**src/rtl/dispatcher_pkg.sv**
```systemverilog
// Shared types and constants for the dispatcher. Build option DSP_CDB_BYPASS_EN
// resolves operands straight from the CDB instead of stalling for one cycle.
package dispatcher_pkg;

    localparam int unsigned DATA_W   = 32;
    localparam int unsigned ADDR_W   = 32;
    localparam int unsigned OPENUM_W = 6;
    localparam int unsigned TAG_W    = 5;
    localparam int unsigned REG_W    = 5;

    localparam logic TRUE  = 1'b1;
    localparam logic FALSE = 1'b0;

    localparam logic [TAG_W-1:0] ZERO_TAG = TAG_W'(0);
    localparam logic [REG_W-1:0] ZERO_REG = REG_W'(0);

`ifdef DSP_CDB_BYPASS_EN
    localparam logic BYPASS_BUILT = TRUE;
`else
    localparam logic BYPASS_BUILT = FALSE;
`endif

    typedef enum logic [OPENUM_W-1:0] {
        OP_NOP  = OPENUM_W'(0),
        OP_ADD  = OPENUM_W'(1),
        OP_SUB  = OPENUM_W'(2),
        OP_ADDI = OPENUM_W'(3),
        OP_LW   = OPENUM_W'(4),
        OP_SW   = OPENUM_W'(5),
        OP_BEQ  = OPENUM_W'(6)
    } openum_e;

    typedef enum logic {
        ST_RUN   = 1'b0,
        ST_FLUSH = 1'b1
    } state_e;

    // Registered payload presented to the back end with the enable pulses
    typedef struct packed {
        logic [OPENUM_W-1:0] openum;
        logic [DATA_W-1:0]   v1;
        logic [DATA_W-1:0]   v2;
        logic [TAG_W-1:0]    q1;
        logic [TAG_W-1:0]    q2;
        logic [DATA_W-1:0]   imm;
        logic [ADDR_W-1:0]   pc;
        logic [TAG_W-1:0]    rob_id;
        logic [REG_W-1:0]    rename_rd;
        logic [TAG_W-1:0]    rename_tag;
    } dispatch_pkt_t;

    typedef struct packed {
        logic rs_ena;
        logic lsb_ena;
        logic rob_ena;
        logic rename_ena;
    } dispatch_ena_t;

endpackage

```
**src/rtl/dispatcher_if.sv**
```systemverilog
// Decoder/back-end bundle around the dispatcher; slave is the dispatcher side.
interface dispatcher_if;
    import dispatcher_pkg::*;

    logic                inst_valid;
    logic                inst_ready;
    logic [OPENUM_W-1:0] openum_in;
    logic                is_ls_in;
    logic [REG_W-1:0]    rd_in;
    logic [REG_W-1:0]    rs1_in;
    logic [REG_W-1:0]    rs2_in;
    logic [DATA_W-1:0]   imm_in;
    logic [ADDR_W-1:0]   pc_in;
    logic [DATA_W-1:0]   rf_V1;
    logic [DATA_W-1:0]   rf_V2;
    logic [TAG_W-1:0]    rf_Q1;
    logic [TAG_W-1:0]    rf_Q2;
    logic [TAG_W-1:0]    rob_free_tag;
    logic                rob_full;
    logic                rs_full;
    logic                lsb_full;
    logic                rob_ready1;
    logic                rob_ready2;
    logic [DATA_W-1:0]   rob_val1;
    logic [DATA_W-1:0]   rob_val2;
    logic                cdb_valid;
    logic [TAG_W-1:0]    cdb_tag;
    logic [DATA_W-1:0]   cdb_result;
    logic                rollback;

    logic                rs_ena;
    logic                lsb_ena;
    logic [OPENUM_W-1:0] openum_out;
    logic [DATA_W-1:0]   V1_out;
    logic [DATA_W-1:0]   V2_out;
    logic [TAG_W-1:0]    Q1_out;
    logic [TAG_W-1:0]    Q2_out;
    logic [DATA_W-1:0]   imm_out;
    logic [ADDR_W-1:0]   pc_out;
    logic [TAG_W-1:0]    rob_id_out;
    logic                rob_ena;
    logic                rename_ena;
    logic [REG_W-1:0]    rename_rd;
    logic [TAG_W-1:0]    rename_tag;

    modport master (
        output inst_valid, openum_in, is_ls_in, rd_in, rs1_in, rs2_in, imm_in, pc_in,
               rf_V1, rf_V2, rf_Q1, rf_Q2, rob_free_tag, rob_full, rs_full, lsb_full,
               rob_ready1, rob_ready2, rob_val1, rob_val2, cdb_valid, cdb_tag,
               cdb_result, rollback,
        input  inst_ready, rs_ena, lsb_ena, openum_out, V1_out, V2_out, Q1_out, Q2_out,
               imm_out, pc_out, rob_id_out, rob_ena, rename_ena, rename_rd, rename_tag
    );

    modport slave (
        input  inst_valid, openum_in, is_ls_in, rd_in, rs1_in, rs2_in, imm_in, pc_in,
               rf_V1, rf_V2, rf_Q1, rf_Q2, rob_free_tag, rob_full, rs_full, lsb_full,
               rob_ready1, rob_ready2, rob_val1, rob_val2, cdb_valid, cdb_tag,
               cdb_result, rollback,
        output inst_ready, rs_ena, lsb_ena, openum_out, V1_out, V2_out, Q1_out, Q2_out,
               imm_out, pc_out, rob_id_out, rob_ena, rename_ena, rename_rd, rename_tag
    );

endinterface

```
**src/rtl/dispatcher_operand_resolve.sv**
```systemverilog
// Combinational resolution of one source operand to a value or a producer tag.
module dispatcher_operand_resolve
    import dispatcher_pkg::*;
(
    input  logic [REG_W-1:0]  rs,
    input  logic [DATA_W-1:0] rf_v,
    input  logic [TAG_W-1:0]  rf_q,
    input  logic              cdb_valid,
    input  logic [TAG_W-1:0]  cdb_tag,
    input  logic [DATA_W-1:0] cdb_result,
    input  logic              rob_ready,
    input  logic [DATA_W-1:0] rob_val,
    output logic [DATA_W-1:0] v_c,
    output logic [TAG_W-1:0]  q_c,
    output logic              cdb_hit_c
);

    // Producer is broadcasting this very cycle
    assign cdb_hit_c = cdb_valid && (rf_q != ZERO_TAG) && (cdb_tag == rf_q);

    always_comb begin
        v_c = DATA_W'(0);
        q_c = ZERO_TAG;
        if (rs == ZERO_REG) begin
            v_c = DATA_W'(0);
        end else if (rf_q == ZERO_TAG) begin
            v_c = rf_v;
        end else if (BYPASS_BUILT && cdb_hit_c) begin
            v_c = cdb_result;
        end else if (rob_ready) begin
            v_c = rob_val;
        end else begin
            q_c = rf_q;
        end
    end

endmodule

```
**src/rtl/dispatcher.sv**
```systemverilog
// Single-stage instruction dispatcher: operand resolve, ROB allocate, rename, issue.
// DSP_CDB_BYPASS_EN (see dispatcher_pkg) removes the one-cycle CDB collision stall.
module dispatcher
    import dispatcher_pkg::*;
(
    input  logic         clk,
    input  logic         rst,
    dispatcher_if.slave  bus
);

    state_e        state, state_nxt;
    dispatch_pkt_t pkt, pkt_nxt;
    dispatch_ena_t ena, ena_nxt;

    logic [DATA_W-1:0] v1_c, v2_c;
    logic [TAG_W-1:0]  q1_c, q2_c;
    logic              hit1_c, hit2_c;
    logic              bypass_stall;
    logic              struct_ok;
    logic              accept;

    dispatcher_operand_resolve u_res1 (
        .rs        (bus.rs1_in),
        .rf_v      (bus.rf_V1),
        .rf_q      (bus.rf_Q1),
        .cdb_valid (bus.cdb_valid),
        .cdb_tag   (bus.cdb_tag),
        .cdb_result(bus.cdb_result),
        .rob_ready (bus.rob_ready1),
        .rob_val   (bus.rob_val1),
        .v_c       (v1_c),
        .q_c       (q1_c),
        .cdb_hit_c (hit1_c)
    );

    dispatcher_operand_resolve u_res2 (
        .rs        (bus.rs2_in),
        .rf_v      (bus.rf_V2),
        .rf_q      (bus.rf_Q2),
        .cdb_valid (bus.cdb_valid),
        .cdb_tag   (bus.cdb_tag),
        .cdb_result(bus.cdb_result),
        .rob_ready (bus.rob_ready2),
        .rob_val   (bus.rob_val2),
        .v_c       (v2_c),
        .q_c       (q2_c),
        .cdb_hit_c (hit2_c)
    );

    // Without the bypass, hold the instruction until the result lands in the ROB
    assign bypass_stall   = !BYPASS_BUILT && (hit1_c || hit2_c);
    assign struct_ok      = !bus.rob_full && (bus.is_ls_in ? !bus.lsb_full : !bus.rs_full);
    assign bus.inst_ready = (state == ST_RUN) && !bus.rollback && struct_ok && !bypass_stall;
    assign accept         = bus.inst_valid && bus.inst_ready;

    always_ff @(posedge clk) begin
        if (rst) begin
            state <= ST_RUN;
            pkt   <= '0;
            ena   <= '0;
        end else begin
            state <= state_nxt;
            pkt   <= pkt_nxt;
            ena   <= ena_nxt;
        end
    end

    always_comb begin
        state_nxt      = state;
        pkt_nxt        = pkt;
        pkt_nxt.openum = OPENUM_W'(OP_NOP);
        ena_nxt        = '0;
        case (state)
            ST_RUN: begin
                if (bus.rollback) begin
                    state_nxt = ST_FLUSH;
                end else if (accept) begin
                    ena_nxt.rs_ena     = !bus.is_ls_in;
                    ena_nxt.lsb_ena    = bus.is_ls_in;
                    ena_nxt.rob_ena    = TRUE;
                    ena_nxt.rename_ena = (bus.rd_in != ZERO_REG);
                    pkt_nxt.openum     = bus.openum_in;
                    pkt_nxt.v1         = v1_c;
                    pkt_nxt.v2         = v2_c;
                    pkt_nxt.q1         = q1_c;
                    pkt_nxt.q2         = q2_c;
                    pkt_nxt.imm        = bus.imm_in;
                    pkt_nxt.pc         = bus.pc_in;
                    pkt_nxt.rob_id     = bus.rob_free_tag;
                    pkt_nxt.rename_rd  = bus.rd_in;
                    pkt_nxt.rename_tag = bus.rob_free_tag;
                end
            end
            ST_FLUSH: begin
                state_nxt = bus.rollback ? ST_FLUSH : ST_RUN;
            end
            default: begin
                state_nxt = ST_RUN;
            end
        endcase
    end

    assign bus.rs_ena     = ena.rs_ena;
    assign bus.lsb_ena    = ena.lsb_ena;
    assign bus.rob_ena    = ena.rob_ena;
    assign bus.rename_ena = ena.rename_ena;
    assign bus.openum_out = pkt.openum;
    assign bus.V1_out     = pkt.v1;
    assign bus.V2_out     = pkt.v2;
    assign bus.Q1_out     = pkt.q1;
    assign bus.Q2_out     = pkt.q2;
    assign bus.imm_out    = pkt.imm;
    assign bus.pc_out     = pkt.pc;
    assign bus.rob_id_out = pkt.rob_id;
    assign bus.rename_rd  = pkt.rename_rd;
    assign bus.rename_tag = pkt.rename_tag;

endmodule

```
**src/flat_wrapper.sv**
```systemverilog
// flat-port wrapper written by rule: the top's interface ports become plain ports
module dispatcher_flat import dispatcher_pkg::*;
  (clk, rst, bus_inst_valid, bus_openum_in, bus_is_ls_in, bus_rd_in, bus_rs1_in, bus_rs2_in, bus_imm_in, bus_pc_in, bus_rf_V1, bus_rf_V2, bus_rf_Q1, bus_rf_Q2, bus_rob_free_tag, bus_rob_full, bus_rs_full, bus_lsb_full, bus_rob_ready1, bus_rob_ready2, bus_rob_val1, bus_rob_val2, bus_cdb_valid, bus_cdb_tag, bus_cdb_result, bus_rollback, bus_inst_ready, bus_rs_ena, bus_lsb_ena, bus_openum_out, bus_V1_out, bus_V2_out, bus_Q1_out, bus_Q2_out, bus_imm_out, bus_pc_out, bus_rob_id_out, bus_rob_ena, bus_rename_ena, bus_rename_rd, bus_rename_tag);
  dispatcher_if bus_i ();
  input  logic clk;
  input  logic rst;
  input wire logic [$bits(bus_i.inst_valid)-1:0] bus_inst_valid;
  input wire logic [$bits(bus_i.openum_in)-1:0] bus_openum_in;
  input wire logic [$bits(bus_i.is_ls_in)-1:0] bus_is_ls_in;
  input wire logic [$bits(bus_i.rd_in)-1:0] bus_rd_in;
  input wire logic [$bits(bus_i.rs1_in)-1:0] bus_rs1_in;
  input wire logic [$bits(bus_i.rs2_in)-1:0] bus_rs2_in;
  input wire logic [$bits(bus_i.imm_in)-1:0] bus_imm_in;
  input wire logic [$bits(bus_i.pc_in)-1:0] bus_pc_in;
  input wire logic [$bits(bus_i.rf_V1)-1:0] bus_rf_V1;
  input wire logic [$bits(bus_i.rf_V2)-1:0] bus_rf_V2;
  input wire logic [$bits(bus_i.rf_Q1)-1:0] bus_rf_Q1;
  input wire logic [$bits(bus_i.rf_Q2)-1:0] bus_rf_Q2;
  input wire logic [$bits(bus_i.rob_free_tag)-1:0] bus_rob_free_tag;
  input wire logic [$bits(bus_i.rob_full)-1:0] bus_rob_full;
  input wire logic [$bits(bus_i.rs_full)-1:0] bus_rs_full;
  input wire logic [$bits(bus_i.lsb_full)-1:0] bus_lsb_full;
  input wire logic [$bits(bus_i.rob_ready1)-1:0] bus_rob_ready1;
  input wire logic [$bits(bus_i.rob_ready2)-1:0] bus_rob_ready2;
  input wire logic [$bits(bus_i.rob_val1)-1:0] bus_rob_val1;
  input wire logic [$bits(bus_i.rob_val2)-1:0] bus_rob_val2;
  input wire logic [$bits(bus_i.cdb_valid)-1:0] bus_cdb_valid;
  input wire logic [$bits(bus_i.cdb_tag)-1:0] bus_cdb_tag;
  input wire logic [$bits(bus_i.cdb_result)-1:0] bus_cdb_result;
  input wire logic [$bits(bus_i.rollback)-1:0] bus_rollback;
  output wire logic [$bits(bus_i.inst_ready)-1:0] bus_inst_ready;
  output wire logic [$bits(bus_i.rs_ena)-1:0] bus_rs_ena;
  output wire logic [$bits(bus_i.lsb_ena)-1:0] bus_lsb_ena;
  output wire logic [$bits(bus_i.openum_out)-1:0] bus_openum_out;
  output wire logic [$bits(bus_i.V1_out)-1:0] bus_V1_out;
  output wire logic [$bits(bus_i.V2_out)-1:0] bus_V2_out;
  output wire logic [$bits(bus_i.Q1_out)-1:0] bus_Q1_out;
  output wire logic [$bits(bus_i.Q2_out)-1:0] bus_Q2_out;
  output wire logic [$bits(bus_i.imm_out)-1:0] bus_imm_out;
  output wire logic [$bits(bus_i.pc_out)-1:0] bus_pc_out;
  output wire logic [$bits(bus_i.rob_id_out)-1:0] bus_rob_id_out;
  output wire logic [$bits(bus_i.rob_ena)-1:0] bus_rob_ena;
  output wire logic [$bits(bus_i.rename_ena)-1:0] bus_rename_ena;
  output wire logic [$bits(bus_i.rename_rd)-1:0] bus_rename_rd;
  output wire logic [$bits(bus_i.rename_tag)-1:0] bus_rename_tag;
  assign bus_i.inst_valid = bus_inst_valid;
  assign bus_i.openum_in = bus_openum_in;
  assign bus_i.is_ls_in = bus_is_ls_in;
  assign bus_i.rd_in = bus_rd_in;
  assign bus_i.rs1_in = bus_rs1_in;
  assign bus_i.rs2_in = bus_rs2_in;
  assign bus_i.imm_in = bus_imm_in;
  assign bus_i.pc_in = bus_pc_in;
  assign bus_i.rf_V1 = bus_rf_V1;
  assign bus_i.rf_V2 = bus_rf_V2;
  assign bus_i.rf_Q1 = bus_rf_Q1;
  assign bus_i.rf_Q2 = bus_rf_Q2;
  assign bus_i.rob_free_tag = bus_rob_free_tag;
  assign bus_i.rob_full = bus_rob_full;
  assign bus_i.rs_full = bus_rs_full;
  assign bus_i.lsb_full = bus_lsb_full;
  assign bus_i.rob_ready1 = bus_rob_ready1;
  assign bus_i.rob_ready2 = bus_rob_ready2;
  assign bus_i.rob_val1 = bus_rob_val1;
  assign bus_i.rob_val2 = bus_rob_val2;
  assign bus_i.cdb_valid = bus_cdb_valid;
  assign bus_i.cdb_tag = bus_cdb_tag;
  assign bus_i.cdb_result = bus_cdb_result;
  assign bus_i.rollback = bus_rollback;
  assign bus_inst_ready = bus_i.inst_ready;
  assign bus_rs_ena = bus_i.rs_ena;
  assign bus_lsb_ena = bus_i.lsb_ena;
  assign bus_openum_out = bus_i.openum_out;
  assign bus_V1_out = bus_i.V1_out;
  assign bus_V2_out = bus_i.V2_out;
  assign bus_Q1_out = bus_i.Q1_out;
  assign bus_Q2_out = bus_i.Q2_out;
  assign bus_imm_out = bus_i.imm_out;
  assign bus_pc_out = bus_i.pc_out;
  assign bus_rob_id_out = bus_i.rob_id_out;
  assign bus_rob_ena = bus_i.rob_ena;
  assign bus_rename_ena = bus_i.rename_ena;
  assign bus_rename_rd = bus_i.rename_rd;
  assign bus_rename_tag = bus_i.rename_tag;
  dispatcher u_core (.clk(clk), .rst(rst), .bus(bus_i));
endmodule
```
**config.mk**
```make
export PLATFORM = sky130hd
export DESIGN_NAME = dispatcher_flat
export DESIGN_NICKNAME = d
export VERILOG_FILES = /design/src/rtl/dispatcher_pkg.sv /design/src/rtl/dispatcher_if.sv /design/src/rtl/dispatcher_operand_resolve.sv /design/src/rtl/dispatcher.sv /design/src/flat_wrapper.sv
export SDC_FILE = /design/constraint.sdc
export NUM_CORES = 1
export LEC_CHECK = 0
export CORE_AREA = 2 2 169 171
export CTS_CLUSTER_DIAMETER = 80
export DETAILED_ROUTE_END_ITERATION = 10
export DIE_AREA = 0 0 171 173
export SYNTH_ARGS = -nofsm -noshare
export SYNTH_HDL_FRONTEND = slang
export SYNTH_SLANG_ARGS = --single-unit
```
**constraint.sdc**
```tcl
create_clock -name clk -period 5.2 [get_ports clk]
set_input_delay 0.52 -clock clk [delete_from_list [all_inputs] [get_ports clk]]
set_output_delay 0.52 -clock clk [all_outputs]
set_load 0.01 [all_outputs]
```
**After elaboration in Yosys (flattened, before gate mapping)**

Index checks and enable logic that the tools add are counted.

- Eq/ne operators: 2
- Mux-type cells: 15
- Bitwise operators: 3
- Reductions and logical operators: 26

Operator list:

| kind | count |
|---|---|
| two-way mux 32 bit | 6 |
| two-way mux 5 bit | 6 |
| logical NOT 5 bit | 4 |
| nonzero test 5 bit | 3 |
| == test 5 bit | 2 |
| logical AND 1 bit | 9 |
| logical NOT 1 bit | 6 |
| OR reduction 4 bit | 1 |
| NOT 1 bit | 3 |
| AND reduction 3 bit | 1 |
| OR reduction 3 bit | 1 |
| two-way mux 1 bit | 2 |
| two-way mux 2 bit | 1 |
| logical OR 1 bit | 1 |

- Bits of input ports: 276
- Logic and storage cells: 60
- Output and inout port bits: 164
- Register bits: 159

**Longest topological paths before layout**

- Depth after elaboration: 9
- Depth in mapped cells: 8
- Depth with buffers taken out: 5

**Modules after synthesis**

Synthesis repeated with hierarchy kept, for this count alone.

- Cell total of the unflattened synthesis: 947
- Area total of the unflattened synthesis: 8,987.4 µm²

Modules (own cells, without submodules):

| module | cells each | sequential area each (µm²) | area each (µm²) | times used |
|---|---|---|---|---|
| dispatcher | 675 | 3,183.1 | 6,993.0 | 1 |
| dispatcher_operand_resolve | 136 | 0.0 | 997.2 | 2 |

**Worst setup path before layout**

Ideal clock, no wire load.

- Path type: in2reg
- Start: input bus_is_ls_in
- End: register u_core.pkt (netlist bit u_core.bus.V2_out[25])
- Data arrival time: 1.995 ns
- Setup slack: 3.082 ns
- Data required time: 5.077 ns
- Stages on the path: 7
- Cells stage by stage: mux2_1 nor4_2 o31ai_2 nor3b_2 buf_6 buf_6 mux2_1

- Word-level cells in the longest chain between the ends: 6

RTL lines:

| item | line | text |
|---|---|---|
| start: declaration | flat_wrapper.sv:9 | `input wire logic [$bits(bus_i.is_ls_in)-1:0] bus_is_ls_in;` |
| two-way mux 1 bit | dispatcher.sv:52 | `assign struct_ok = !bus.rob_full && (bus.is_ls_in ? !bus.lsb_full : !bus.rs_full);` |
| logical AND 1 bit | dispatcher.sv:52 |  |
| logical AND 1 bit (2 in series) | dispatcher.sv:53 | `assign bus.inst_ready = (state == ST_RUN) && !bus.rollback && struct_ok && !bypass_stall;` |
| logical AND 1 bit | dispatcher.sv:54 | `assign accept = bus.inst_valid && bus.inst_ready;` |
| AND reduction 3 bit (no line) | n/a |  |
| end signal: assignment | dispatcher.sv:63 | `pkt <= pkt_nxt;` |
| end: declaration | dispatcher.sv:12 | `dispatch_pkt_t pkt, pkt_nxt;` |

No other way between the ends.
A chain may end at the register's enable or synchronous reset.

**Final worst setup path**

- Start: input bus_is_ls_in
- End: output bus_inst_ready

- Word-level cells in the longest chain between the ends: 4

RTL lines:

| item | line | text |
|---|---|---|
| two-way mux 1 bit | dispatcher.sv:52 |  |
| logical AND 1 bit | dispatcher.sv:52 |  |
| logical AND 1 bit (2 in series) | dispatcher.sv:53 |  |
| end: declaration | flat_wrapper.sv:31 | `output wire logic [$bits(bus_i.inst_ready)-1:0] bus_inst_ready;` |

No other way between the ends.

==> summary.txt <==
Worst setup path
  • R2r setup slk: 2.76 ns
  • Worst r2r src: u_core.state$_SDFF_PP0_
  • Critical path endpoint: bus_inst_ready
  • Length in cells of the worst reg-to-reg path: 5
  • Crit-path cells: clkdlybuf4s50_1 > mux2_1 > nor4_2 > o31ai_2 > nor2_1 > clkdlybuf4s50_1
  • Worst setup SP type: input pin
  • Worst path slowest cell: clkdlybuf4s50_1
  • Crit path launch: bus_is_ls_in
  • CP Class: input pin to primary output
  • CP required: 4.68 ns
  • CP endpoint kind: primary output
  • FF-to-FF End: u_core.bus.V2_out[26]$_SDFFE_PP0P_
  • Critical path peak fanout: 3
  • Crit path arrival time: 2.58 ns
  • Most used cell, CP: clkdlybuf4s50_1
  • Max incr delay on CP: 0.59 ns

Drt
  • Post-detailed-route count of antenna-violating nets: 0
  • Post-Route WL: 26,350 um
  • Drt pass-1 iters: 6
  • Routed len/inst: 16.44 um
  • Initial DRC Count: 271
  • Vias: between 7,000 and 8,000
  • Vias/cell: 4.397
  • DRC Markers: 0

STA
  • Max Slew Vio Count: 0
  • WHS: about 0.47 ns
  • Final Hold Vio Count: 0
  • RSZ-0062 raised after global routing: false
  • Tcrit/Tclk final: about three fifths
  • Final WS setup: ~2.1 ns
  • Worst-margin pin slew: around 1.2 ns
  • Skew final: ~0.010 ns
  • Max Freq: 322.8 MHz
  • Post-layout min period: 3.098 ns
  • Finish-stage setup viols: 0
  • Max-slew headroom: 20.36%
  • TNS Setup: 0 ns

Pwr
  • Logic gate share of total power: 13.9%
  • P_sw: 771.6 uW
  • Power share of the clock group: between 40 and 50%
  • P_int: 2191 uW
  • Sw Ratio: 26.05%
  • VDD IR-drop max: 0.1830 mV
  • P_leak: 0.004493 uW
  • Power share of the sequential group: a little over two fifths
  • Cell area power density: 234.5 nW/um2

Place
  • DP Cell Count: 1,570
  • Dpl ws: 1.652 ns
  • Final Wtd Congestion: between 0.8 and 0.9
  • Buffers on Ports: just over 400
  • Final HPWL DP: 18,960 um

Yosys
  • EDFF count, synth: 0
  • Ys Warns: 0
  • Ys async rst share: 0%
  • Post-synth top cells: 159 x dfxtp_1, 158 x nand2b_1, 84 x mux2i_1
  • Top FF cell, synth: dfxtp_1
  • Mapped Cells: 850
  • Most numerous cell in the Yosys netlist: dfxtp_1
  • Post-Syn Area: 7767 um2
  • Dominant cells by area after synthesis: dfxtp_1 41%, nand2b_1 13%, mux2i_1 11%
  • Post-synth top area share: 40.98%
  • Net Count, Synth: 1,126
  • Sequential fraction of the synthesis area: approximately 41%
  • Distinct cells, synth: 29
  • Synthesized flop and latch total: 159
  • Syn_area_per_cell: 9.138 um2
  • Area leader, netlist: dfxtp_1

Final layout
  • Layout cells sized above 1: 5.637%
  • Synthesis-to-layout area growth: 62.61%
  • # fillers: 2,732
  • Final net count: around 1,500
  • Final non-filler cell total: 1,603

Floorplanning
  • Core Box Area: 27,630 um2
  • Row count: 61
  • DIE AREA: 29,580 um2
  • DIE WIDTH: approximately 170 um
  • Initial Util: 28.11%
  • Ports: 440
  • Die height: roughly 170 um

Global routing
  • Total track usage: 17.22%
  • Number of global-route vias before repair: between 6,000 and 7,000
  • First-pass GRT wire length: roughly 40,000 um
  • Initial antenna violation count: 1
  • Gr ovfl total: 0
  • Largest net degree at the start of global routing: between 100 and 150

Clock tree
  • Root buf cell: clkbuf_16
  • Number of post-CTS setup repair buffers: 0
  • CTS tree: yes
  • Cts hold-fix bufs: 0
  • H-tree depth: 4
  • Deepest clock path buffer count: 2
  • CTS Sinks: roughly 160
  • Worst skew pair latency: 0.42 ns
  • CTS buffer count: 17
  • Post-CTS Resized: 0
  • Clk slew on worst S/H paths: roughly 0.08 ns

Outcome
  • Status: finished, final reports clean

Hold path
  • Worst hold path type: flop to flop
  • Hold Path Stages: 2

Flow run
  • Max Cap Violations: 0
[power groups by stage]
stage	logic (uW)	registers [uW]	clock network [uW]
after floorplan	147	1280	0
after global placement	414	1270	0
after detailed placement	415	1270	0
after CTS	417	1250	1350
after global routing	443	1250	1400
final	413	1240	1300
[critical path: cells and delay by family]
kind	cells	cell delay, ns
buffers and inverters	2	1.10
and+or+nand+nor	2	0.42
AOI/OAI and AO/OA	1	0.19
muxes	1	0.35
[routing by layer]
layer  up-vias  wire length [um]  track usage [%]
met4         0               624            6.179
met1      3239             11040            20.51
met5         -                 0                0
li1       3536                 -                -
met3        35              2022            5.081
met2       239             12660            29.20
[area by class of cell]
class	instances	area, um2	area share [%]
well taps	378	473.0	3.744
flip-flops and latches	159	3183	25.20
multi-input cells	617	4222	33.42
clock inverters	14	170.2	1.347
diodes	1	2.502	0.01981
repair buffers	416	4151	32.87
clock buffers	18	429.2	3.398
[placed cells by master, fill, tap and decap left out, types with 3 or more instances in the layout]
| cell | n |
|---|---|
| clkdlybuf4s50_1 | 406 |
| dfxtp_1 | 159 |
| nand2b_1 | 158 |
| mux2i_1 | 84 |
| nand2_1 | 77 |
| nor2b_1 | 66 |
| nand3_1 | 64 |
| a21oi_1 | 64 |
| mux2_1 | 44 |
| mux2_2 | 21 |
| clkbuf_16 | 17 |
| and2_1 | 9 |
| buf_4 | 9 |
| xnor2_1 | 8 |
| nor2_1 | 5 |
| inv_8 | 5 |
| or4_1 | 3 |
| inv_6 | 3 |
[cell families after synthesis]
logic type,count (synthesis),share of synthesized area [%]
AO/OA/AOI/OAI,68,4.623
multiplexers,149,20.25
buffers and inverters,74,4.800
AND/OR/NAND/NOR,390,28.22
XOR/XNOR,10,1.128
flip-flops,159,40.98
[flip-flops by register name, summed over array words and instances, names as in the netlist]
name,flops
u_core.bus.Q1_out,5
u_core.bus.rename_rd,5
u_core.bus.lsb_ena,1
u_core.state,1
u_core.bus.rename_ena,1
u_core.bus.openum_out,6
u_core.bus.V2_out,32
u_core.bus.pc_out,32
u_core.bus.rob_id_out,5
u_core.bus.imm_out,32
u_core.bus.Q2_out,5
u_core.bus.rs_ena,1
u_core.bus.rob_ena,1
u_core.bus.V1_out,32
[how the worst min path moves through the flow]
stage	to	from
after floorplan	u_core.bus.Q1_out[0]$_SDFFE_PP0P_	u_core.bus.Q1_out[0]$_SDFFE_PP0P_
after CTS	u_core.bus.pc_out[11]$_SDFFE_PP0P_	u_core.bus.pc_out[11]$_SDFFE_PP0P_
after global routing	u_core.bus.imm_out[18]$_SDFFE_PP0P_	u_core.bus.imm_out[18]$_SDFFE_PP0P_
after detailed placement	u_core.bus.pc_out[0]$_SDFFE_PP0P_	u_core.bus.pc_out[0]$_SDFFE_PP0P_
final	u_core.bus.pc_out[1]$_SDFFE_PP0P_	u_core.bus.pc_out[1]$_SDFFE_PP0P_
after global placement	u_core.bus.imm_out[20]$_SDFFE_PP0P_	u_core.bus.imm_out[20]$_SDFFE_PP0P_
[through the flow]
step / total power (uW) / util (%) / cell area (um2)
finish: 2962 / 45.72 / 12630
global route: 3093 / 45.71 / 12630
CTS: 3015 / 45.71 / 12630
detailed placement: 1689 / 43.54 / 12030
global placement: 1686 / 43.54 / 12030
floorplan: 1428 / - / 7767
Note: power is estimated with default switching activity, not from simulation.
